[src/rtl/fir_tap_loader.sv]
// Host-side FIR tap source: coefficient RAM plus reload/stream sequencer.
// Define FIR_TAP_LOADER_TIMEOUT_EN to add the STREAM/WAIT_DONE watchdog.
module fir_tap_loader #(
   parameter int G_NUM_TAPS_LOG2  = 4,
   parameter int G_TAP_WIDTH      = 16,
   parameter int G_FLUSH_CYCLES   = 2,
   parameter int G_TIMEOUT_CYCLES = 1024
) (
   input  logic                       clk,
   input  logic                       reset_n,
   input  logic [G_NUM_TAPS_LOG2-1:0] coef_wr_addr,
   input  logic [G_TAP_WIDTH-1:0]     coef_wr_data,
   input  logic                       coef_wr_en,
   output logic                       coef_wr_ready,
   input  logic                       load_start,
   output logic                       busy,
   output logic                       load_done,
   output logic                       load_err,
   output logic                       err_sticky,
   output logic                       fir_enable,
   output logic [G_TAP_WIDTH-1:0]     tap_dout,
   output logic                       tap_dout_valid,
   input  logic                       tap_dout_ready,
   input  logic                       tap_dout_done
);

   localparam int N     = G_NUM_TAPS_LOG2;
   localparam int DEPTH = 1 << N;
   localparam int FC_W  = $clog2(G_FLUSH_CYCLES + 1);

   typedef enum logic [2:0] {
      S_IDLE, S_FLUSH, S_ARM, S_STREAM, S_WAIT, S_ERR
   } state_t;

   state_t r_state;
   state_t w_state_nxt;

   logic [G_TAP_WIDTH-1:0] r_ram [DEPTH];
   logic [G_TAP_WIDTH-1:0] r_ram_q;
   logic [G_TAP_WIDTH-1:0] r_dout;
   logic                   r_dout_vld;
   logic                   r_fir_en;
   logic                   r_busy;
   logic                   r_done;
   logic                   r_err;
   logic                   r_sticky;
   logic [N-1:0]           r_rd_ptr;
   logic [N-1:0]           r_idx;
   logic                   r_all_issued;
   logic [FC_W-1:0]        r_flush_cnt;

   logic         w_xfer;
   logic         w_last;
   logic         w_load;
   logic         w_wr;
   logic         w_flush_end;
   logic         w_timeout;
   logic [N-1:0] w_rd_addr;

   assign w_xfer      = r_dout_vld & tap_dout_ready;
   assign w_last      = w_xfer & (r_idx == '1);
   assign w_load      = (r_state == S_STREAM) & ~r_all_issued
                        & (~r_dout_vld | tap_dout_ready);
   assign w_wr        = coef_wr_en & (r_state == S_IDLE) & reset_n;
   assign w_flush_end = (r_flush_cnt == FC_W'(G_FLUSH_CYCLES - 1));

   // Read address runs one ahead of the output register so r_ram_q is always the next tap
   always_comb begin
      w_rd_addr = r_rd_ptr;
      if (r_state == S_ARM) begin
         w_rd_addr = '0;
      end else if (w_load) begin
         w_rd_addr = r_rd_ptr + 1'b1;
      end
   end

`ifdef FIR_TAP_LOADER_TIMEOUT_EN
   localparam int TO_W = $clog2(G_TIMEOUT_CYCLES + 1);

   logic [TO_W-1:0] r_to_cnt;

   always_ff @(posedge clk) begin
      if (!reset_n) begin
         r_to_cnt <= '0;
      end else if (r_state == S_ARM || w_xfer) begin
         r_to_cnt <= '0;
      end else if (r_state == S_STREAM || r_state == S_WAIT) begin
         r_to_cnt <= r_to_cnt + 1'b1;
      end
   end

   assign w_timeout = (r_state == S_STREAM || r_state == S_WAIT)
                      && (r_to_cnt == TO_W'(G_TIMEOUT_CYCLES - 1));
`else
   // Watchdog compiled out
   assign w_timeout = 1'b0 && (G_TIMEOUT_CYCLES > 0);
`endif

   always_comb begin
      w_state_nxt = r_state;
      unique case (r_state)
         S_IDLE:   if (load_start) w_state_nxt = S_FLUSH;
         S_FLUSH:  if (w_flush_end) w_state_nxt = S_ARM;
         S_ARM:    w_state_nxt = S_STREAM;
         S_STREAM: begin
            if (w_last) begin
               w_state_nxt = S_WAIT;
            end else if (tap_dout_done || w_timeout) begin
               w_state_nxt = S_ERR;
            end
         end
         S_WAIT: begin
            if (tap_dout_done) begin
               w_state_nxt = S_IDLE;
            end else if (w_timeout) begin
               w_state_nxt = S_ERR;
            end
         end
         S_ERR:    w_state_nxt = S_IDLE;
         default:  w_state_nxt = S_IDLE;
      endcase
   end

   always_ff @(posedge clk) begin
      if (!reset_n) begin
         r_state <= S_IDLE;
      end else begin
         r_state <= w_state_nxt;
      end
   end

   always_ff @(posedge clk) begin
      if (w_wr) begin
         r_ram[coef_wr_addr] <= coef_wr_data;
      end
      r_ram_q <= r_ram[w_rd_addr];
   end

   // Outputs are registered from the next state so they line up with r_state
   always_ff @(posedge clk) begin
      if (!reset_n) begin
         r_dout       <= '0;
         r_dout_vld   <= 1'b0;
         r_fir_en     <= 1'b0;
         r_busy       <= 1'b0;
         r_done       <= 1'b0;
         r_err        <= 1'b0;
         r_sticky     <= 1'b0;
         r_rd_ptr     <= '0;
         r_idx        <= '0;
         r_all_issued <= 1'b0;
         r_flush_cnt  <= '0;
      end else begin
         r_busy <= (w_state_nxt != S_IDLE);
         r_done <= (r_state == S_WAIT) && (w_state_nxt == S_IDLE);
         r_err  <= (w_state_nxt == S_ERR);

         if (r_state == S_IDLE && load_start) begin
            r_sticky <= 1'b0;
         end else if (w_state_nxt == S_ERR) begin
            r_sticky <= 1'b1;
         end

         if (w_state_nxt == S_FLUSH || w_state_nxt == S_ERR) begin
            r_fir_en <= 1'b0;
         end else if (w_state_nxt == S_ARM) begin
            r_fir_en <= 1'b1;
         end

         if (r_state == S_FLUSH) begin
            r_flush_cnt <= r_flush_cnt + 1'b1;
         end else begin
            r_flush_cnt <= '0;
         end

         if (r_state == S_ARM) begin
            r_rd_ptr     <= '0;
            r_idx        <= '0;
            r_all_issued <= 1'b0;
         end

         if (w_load) begin
            r_dout     <= r_ram_q;
            r_dout_vld <= 1'b1;
            if (r_rd_ptr == '1) begin
               r_all_issued <= 1'b1;
            end else begin
               r_rd_ptr <= r_rd_ptr + 1'b1;
            end
         end else if (w_xfer) begin
            r_dout_vld <= 1'b0;
         end

         if (w_xfer && r_idx != '1) begin
            r_idx <= r_idx + 1'b1;
         end

         if (w_state_nxt != S_STREAM) begin
            r_dout_vld <= 1'b0;
         end
      end
   end

   assign coef_wr_ready  = ~r_busy;
   assign busy           = r_busy;
   assign load_done      = r_done;
   assign load_err       = r_err;
   assign err_sticky     = r_sticky;
   assign fir_enable     = r_fir_en;
   assign tap_dout       = r_dout;
   assign tap_dout_valid = r_dout_vld;

endmodule

[config.mk]
export PLATFORM = sky130hd
export DESIGN_NAME = fir_tap_loader
export DESIGN_NICKNAME = d
export VERILOG_FILES = /design/src/rtl/fir_tap_loader.sv
export SDC_FILE = /design/constraint.sdc
export NUM_CORES = 1
export LEC_CHECK = 0
export CORE_MARGIN = 10
export CORE_UTILIZATION = 54
export CTS_CLUSTER_SIZE = 30
export DETAILED_ROUTE_END_ITERATION = 12
export PLACE_DENSITY = 0.86
export SLEW_MARGIN = 40
export SYNTH_ARGS = -nofsm -noshare
export SYNTH_HDL_FRONTEND = slang
export SYNTH_SLANG_ARGS = --single-unit
[constraint.sdc]
create_clock -name clk -period 2.75 [get_ports clk]
set_input_delay 0.55 -clock clk [delete_from_list [all_inputs] [get_ports clk]]
set_output_delay 0.55 -clock clk [all_outputs]
set_load 0.05 [all_outputs]
==> results.toml, run 1 <==
[worst_setup_path]
path_class = "flip-flop to flip-flop"
slowest_stage = "or4_1"
critPathBufInv = 1
worstPathRequired_ns = 3.16
path_cells = "and4bb_2 -> nand3_1 -> and2_2 -> buf_12 -> a221oi_1 -> a211oi_1 -> or4_1"
critical_path_arrival_ns = 3.05
cp_top_family = "simple AND/OR/NAND/NOR gates"
start_kind = "flip-flop"
cpPeakStageDelay_ns = 0.48
critPathMaxFanout = 32
cp-end-kind = "flip-flop"

[routing]
drt_iter0_markers = 1099
drcViolationCount = 0
wl_mm = 29.51
routedWlPerCell_um = 23.50
detail-route-antenna-nets = 0
first_pass_iters = 5
vias = 8020
via_per_inst = 6.385

[floorplanning]
core_area_sq_mm = 0.02203
boundaryPins = 49
row_count = 54
fp.dieH_um = 170.3
die_area_sq_mm = 0.02900
start_util = 0.5537
die_w_um = 170.3

[layout]
drive_above_1_share = 0.1489
nets = 979
area_growth_pct = 21.16

[sta]
fin_skew_ns = 0.01426
slew_headroom = 0.5436
hold_viol_final = 0
max_freq_mhz = 379.0
drv_slew = 0
rsz0062_at_grt = "false"
period_needed_ns = 2.638
setup_violations = 0
fin_ws_ns = 0.1117
fin_crit_sh = 0.9594
tightest_slew_ns = 0.6825

[placement]
gp_congestion = 0.8454
io_buffers = 48
dp_slack_ns = -0.3419
dp_hpwl_mm = 18.28

[run]
cap_violations = 0

[clock_network]
cts_max_path_buffers = 3
numCtsBuffers = 30
h-tree-depth = 1
cts_tree = "built"
clk_pin_slew_ns = 0.06
clkSinkCount = 308
cts-resized-gates = 0
clkLatencyLatePin_ns = 0.55
cts-root-buf = "clkbuf_16"

[logic_synthesis]
avgSynthCellArea_sq_um = 14.32
synth_edf_count = 256
netlist_instances = 852
async_flop_share = 0
synth.distinct_cells = 48
yosysTopAreaCellShare = 0.6303
syn_nets = 881
yosysTopAreaCell = "edfxtp_1"
synth-seq-cells = 308
synth_warnings = 0
yosys-top-cells-area = "edfxtp_1 63%, dfxtp_1 8.5%, mux2i_1 3.9%"
synth_area_sq_mm = 0.01220
ys.flop_type = "edfxtp_1"
yosysSeqAreaShare = 0.7156

[global_route]
grt_pass1_vias = 7862
grt_pass1_wl_mm = 44.75
grt_overflow_total = 0
antenna_found_initial = 1
grt_start_max_net_pins = 35
grt_usage = 0.1991

[power_and_ir_drop]
p_total_mw = 9.587
p_leak_nw = 5.234
cellPowerDensity_mw_per_mm2 = 648.8
ir_worst_vdd_mv = 0.5270

[run_status]
outcome = "finished, final reports clean"

[hold_path]
hold_path_class = "flip-flop to flip-flop"
## cell usage in the layout, fill, tap and decap left out, types with 7 or more instances in the layout
| cell type | count |
|---|---|
| edfxtp_1 | 256 |
| nand2_1 | 78 |
| a211oi_1 | 63 |
| dfxtp_1 | 52 |
| mux2i_1 | 48 |
| and3_1 | 48 |
| clkdlybuf4s50_1 | 48 |
| buf_4 | 48 |
| a221oi_1 | 47 |
| a21oi_1 | 34 |
| clkbuf_16 | 31 |
| buf_12 | 29 |
| nor2_1 | 20 |
| nand3_1 | 18 |
| a21boi_0 | 18 |
| or4_1 | 16 |
| o21ai_0 | 13 |
| inv_1 | 8 |
| nor3_1 | 7 |
| and2_1 | 7 |
## report_power, final
group / leakage [nW] / switching [mW] / total [mW] / internal (mW)
registers: 2.73 / 0.0160 / 5.10 / 5.08
logic: 2.01 / 0.187 / 0.296 / 0.109
clock network: 0.496 / 1.72 / 4.19 / 2.48
## logic make-up (layout without fill, tap and decap cells)
logic type	after synthesis	in the layout	share of synthesized area
other	0	2	0
DFF	308	308	0.7156
muxes	48	48	0.03939
xor gates and xnor gates	4	4	0.002873
AOI/OAI and AO/OA	197	197	0.1176
and+or+nand+nor	225	225	0.09643
adders and majority gates	3	3	0.003078
buffers and inverters	67	189	0.02503
## state kept, by name, summed over array words and instances, names as in the netlist
signal          count
r_flush_cnt         2
r_rd_ptr            4
r_ram             256
tap_dout_valid      1
r_all_issued        1
tap_dout           16
r_state             3
r_idx               4
busy                1
load_done           1
r_ram_q            16
load_err            1
err_sticky          1
fir_enable          1
## Yosys cell counts (2+ instances only)
master and instances:
or4_1 16, dfxtp_1 52, a21o_1 2, buf_2 22, a2bb2oi_1 3, or3_1 2, nor3_1 11, a31oi_1 3
a21boi_0 18, inv_1 8, and3_1 49, nand3_1 19, mux2i_1 48, xor2_1 3, nand2b_1 5, a211oi_1 63
edfxtp_1 256, ha_1 3, buf_6 2, nand2_1 78, o311a_1 2, o21ai_0 13, nand3b_1 2, buf_4 3
a221oi_1 47, and2_1 8, nor2_1 23, nor2b_1 4, clkbuf_1 31, o211ai_1 4, a32oi_1 2, a21oi_1 34
## final timing paths
path / start / end / slack (ns) / depth (start not counted)
worst max-delay path: r_state[0] / r_ram_q[9] / 0.11 / 7
worst min-delay path: r_flush_cnt[0] / r_flush_cnt[0] / 0.43 / 1
worst max register to register: r_state[0] / r_ram_q[9] / 0.11 / 7
worst min register to register: r_flush_cnt[0] / r_flush_cnt[0] / 0.43 / 1
## cell type report
class,count,area (sq um)
tap,280,350.3
antenna,2,5.005
multi-input combinational,477,3206
fill,1435,7248
sequential,308,8728
timing repair buffer,125,1421
clock buffer,38,852.1
clock inverter,18,185.2
inverter,8,30.03
## routing by layer
layer | global-route usage | vias to the layer above | wire length (um)
met3 | 0.04604 | 62 | 2912
met5 | 0 | - | 0
met2 | 0.3274 | 451 | 14180
li1 | - | 3564 | -
met4 | 0.05225 | 0 | 631
met1 | 0.2611 | 3943 | 11790
## timing repair
action / CTS / global route
hold buffers: 0 / 0
setup buffers: 0 / 1
setup endpoints to repair: 0 / 4
hold endpoints to repair: 0 / 0
## through the flow
step	hold WS, ns	TNS (ns)	utilization	cells	area, sq um
finish	0.4296	0	0.6709	1256	14780
detailed placement	0.4237	-4.608	0.6233	1197	13730
CTS	0.4323	0	0.6704	1253	14770
global placement	0.4061	-3.264	0.6233	1197	13730
floorplan	0.3984	0	-	852	12200
global route	0.4504	0	0.6707	1254	14770
Note: power is estimated with default switching activity, not from simulation.
==> inputs of run 2 (changes only) <==
--- a/config.mk
+++ b/config.mk
@@ -5,11 +5,13 @@
 export SDC_FILE = /design/constraint.sdc
 export NUM_CORES = 1
 export LEC_CHECK = 0
+export ABC_AREA = 0
 export CORE_MARGIN = 10
-export CORE_UTILIZATION = 54
+export CORE_UTILIZATION = 65
 export CTS_CLUSTER_SIZE = 30
 export DETAILED_ROUTE_END_ITERATION = 12
-export PLACE_DENSITY = 0.86
+export GPL_TIMING_DRIVEN = 0
+export PLACE_DENSITY = 0.95
 export SLEW_MARGIN = 40
 export SYNTH_ARGS = -nofsm -noshare
 export SYNTH_HDL_FRONTEND = slang
==> constraint.sdc (replaced) <==
create_clock -name clk -period 3.32 [get_ports clk]
set_input_delay 0.664 -clock clk [delete_from_list [all_inputs] [get_ports clk]]
set_output_delay 0.664 -clock clk [all_outputs]
set_load 0.05 [all_outputs]
==> results.toml, run 2 (synthesized netlist as in run 1, its figures left out) <==
[sta]
slew_headroom = 0.4824
hold_viol_final = 0
max_freq_mhz = 299.0
fin_crit_sh = 1.007
fin_skew_ns = 0.01514
tightest_slew_ns = 0.7740
fin_ws_ns = -0.02429
period_needed_ns = 3.344
final.setup.tns_ns = -0.03100
setup_violations = 2
drv_slew = 0

[floorplanning]
die_area_sq_mm = 0.02464
row_count = 50
fp.dieH_um = 157.0
core_area_sq_mm = 0.01858
start_util = 0.6564
boundaryPins = 49
die_w_um = 157.0

[global_route]
grt_overflow_total = 0
antenna_found_initial = 0
grt_pass1_vias = 8037
grt_start_max_net_pins = 17
grt_usage = 0.2517
grt_pass1_wl_mm = 47.32

[layout]
final_common_cell = "edfxtp_1"
mostFrequentLayoutCells = "256 x edfxtp_1, 78 x nand2_1, 63 x a211oi_1"
multiInputGateArea_sq_mm = 0.003309
nFillCells = 968
area_growth_pct = 15.99
instances_no_fill = 1198
drive_above_1_share = 0.1151
nets = 970
regMostFlops = "r_ram"
final_util = 0.7614
largest_register_ffs = 256
regArea_sq_mm = 0.008728
diodes = 0

[power_and_ir_drop]
cellPowerDensity_mw_per_mm2 = 550.4
p_total_mw = 7.787
ir_worst_vdd_mv = 0.5827
p_leak_nw = 4.906

[routing]
via_per_inst = 7.081
drcViolationCount = 0
vias = 8483
routedWlPerCell_um = 26.61
first_pass_iters = 6
detail-route-antenna-nets = 0
wl_mm = 31.88
drt_iter0_markers = 1532

[clock_network]
h-tree-depth = 1
clk_pin_slew_ns = 0.07
numCtsBuffers = 29
cts_tree = "built"
cts_max_path_buffers = 3
cts-root-buf = "clkbuf_16"
clkLatencyLatePin_ns = 0.56
clkSinkCount = 308

[placement]
gp_congestion = 0.9544
io_buffers = 48
dp_slack_ns = -0.6466
dp_hpwl_mm = 19.98
dp.cells = 1142

[worst_setup_path]
critical_path_arrival_ns = 3.75
cp-end-kind = "flip-flop"
start_kind = "primary input"
worstPathRequired_ns = 3.73
path_class = "primary input to flip-flop"
critPathMaxFanout = 10

[hold_path]
hold_path_class = "flip-flop to flip-flop"

[run]
cap_violations = 0

[run_status]
outcome = "finished, violations left"
violations = "setup timing"
[run 2: what timing repair did]
| action | CTS | global route |
|---|---|---|
| hold buffers | 0 | 0 |
| resized for setup | 2 | 9 |
| setup endpoints to repair | 13 | 16 |
| pin swaps | 1 | 0 |
| buffers inserted | 2 | 0 |
[run 2: per-layer routing]
metal | global-route usage | vias up | share of wire
li1 | - | 3526 | -
met1 | 0.3137 | 3973 | 0.33
met2 | 0.4211 | 828 | 0.48
met3 | 0.06960 | 156 | 0.14
met4 | 0.07596 | 0 | 0.042
met5 | 0 | - | 0
[run 2: final cells by class]
cell class	count	area share
buffer	59	0.01972
clock buffer	33	0.05236
clock inverter	21	0.01548
inverter	8	0.002123
multi-input combinational	477	0.2339
sequential	308	0.6170
tap	234	0.02070
timing repair buffer	58	0.03874
[run 2: final timing paths]
kind	from	end	slack [ns]	depth (start not counted)
min reg2reg	r_flush_cnt[0]	r_flush_cnt[0]	0.42	1
min	r_flush_cnt[0]	r_flush_cnt[0]	0.42	1
max	tap_dout_ready	r_ram_q[5]	-0.02	10
max reg2reg	tap_dout_valid	r_ram_q[5]	0.15	9
[run 2: stage by stage]
step	area, sq um	hold slack [ns]
floorplan	12200	0.3984
global placement	12970	0.4057
detailed placement	13110	0.4186
CTS	14090	0.4275
global route	14150	0.4527
finish	14150	0.4226
[run 2: where the power goes]
part           internal [mW]  switching, mW
Clock                   1.92           1.39
Sequential              4.21         0.0101
Combinational         0.0772          0.179
[run 2: worst max-delay path, stage by stage]
cell	delay [ns]
clkdlybuf4s50_1	0.48
nor2b_1	0.13
buf_2	0.22
or3_1	0.17
buf_2	0.22
and3_1	0.23
buf_6	0.17
clkbuf_1	0.55
a221oi_1	0.29
or4_1	0.62
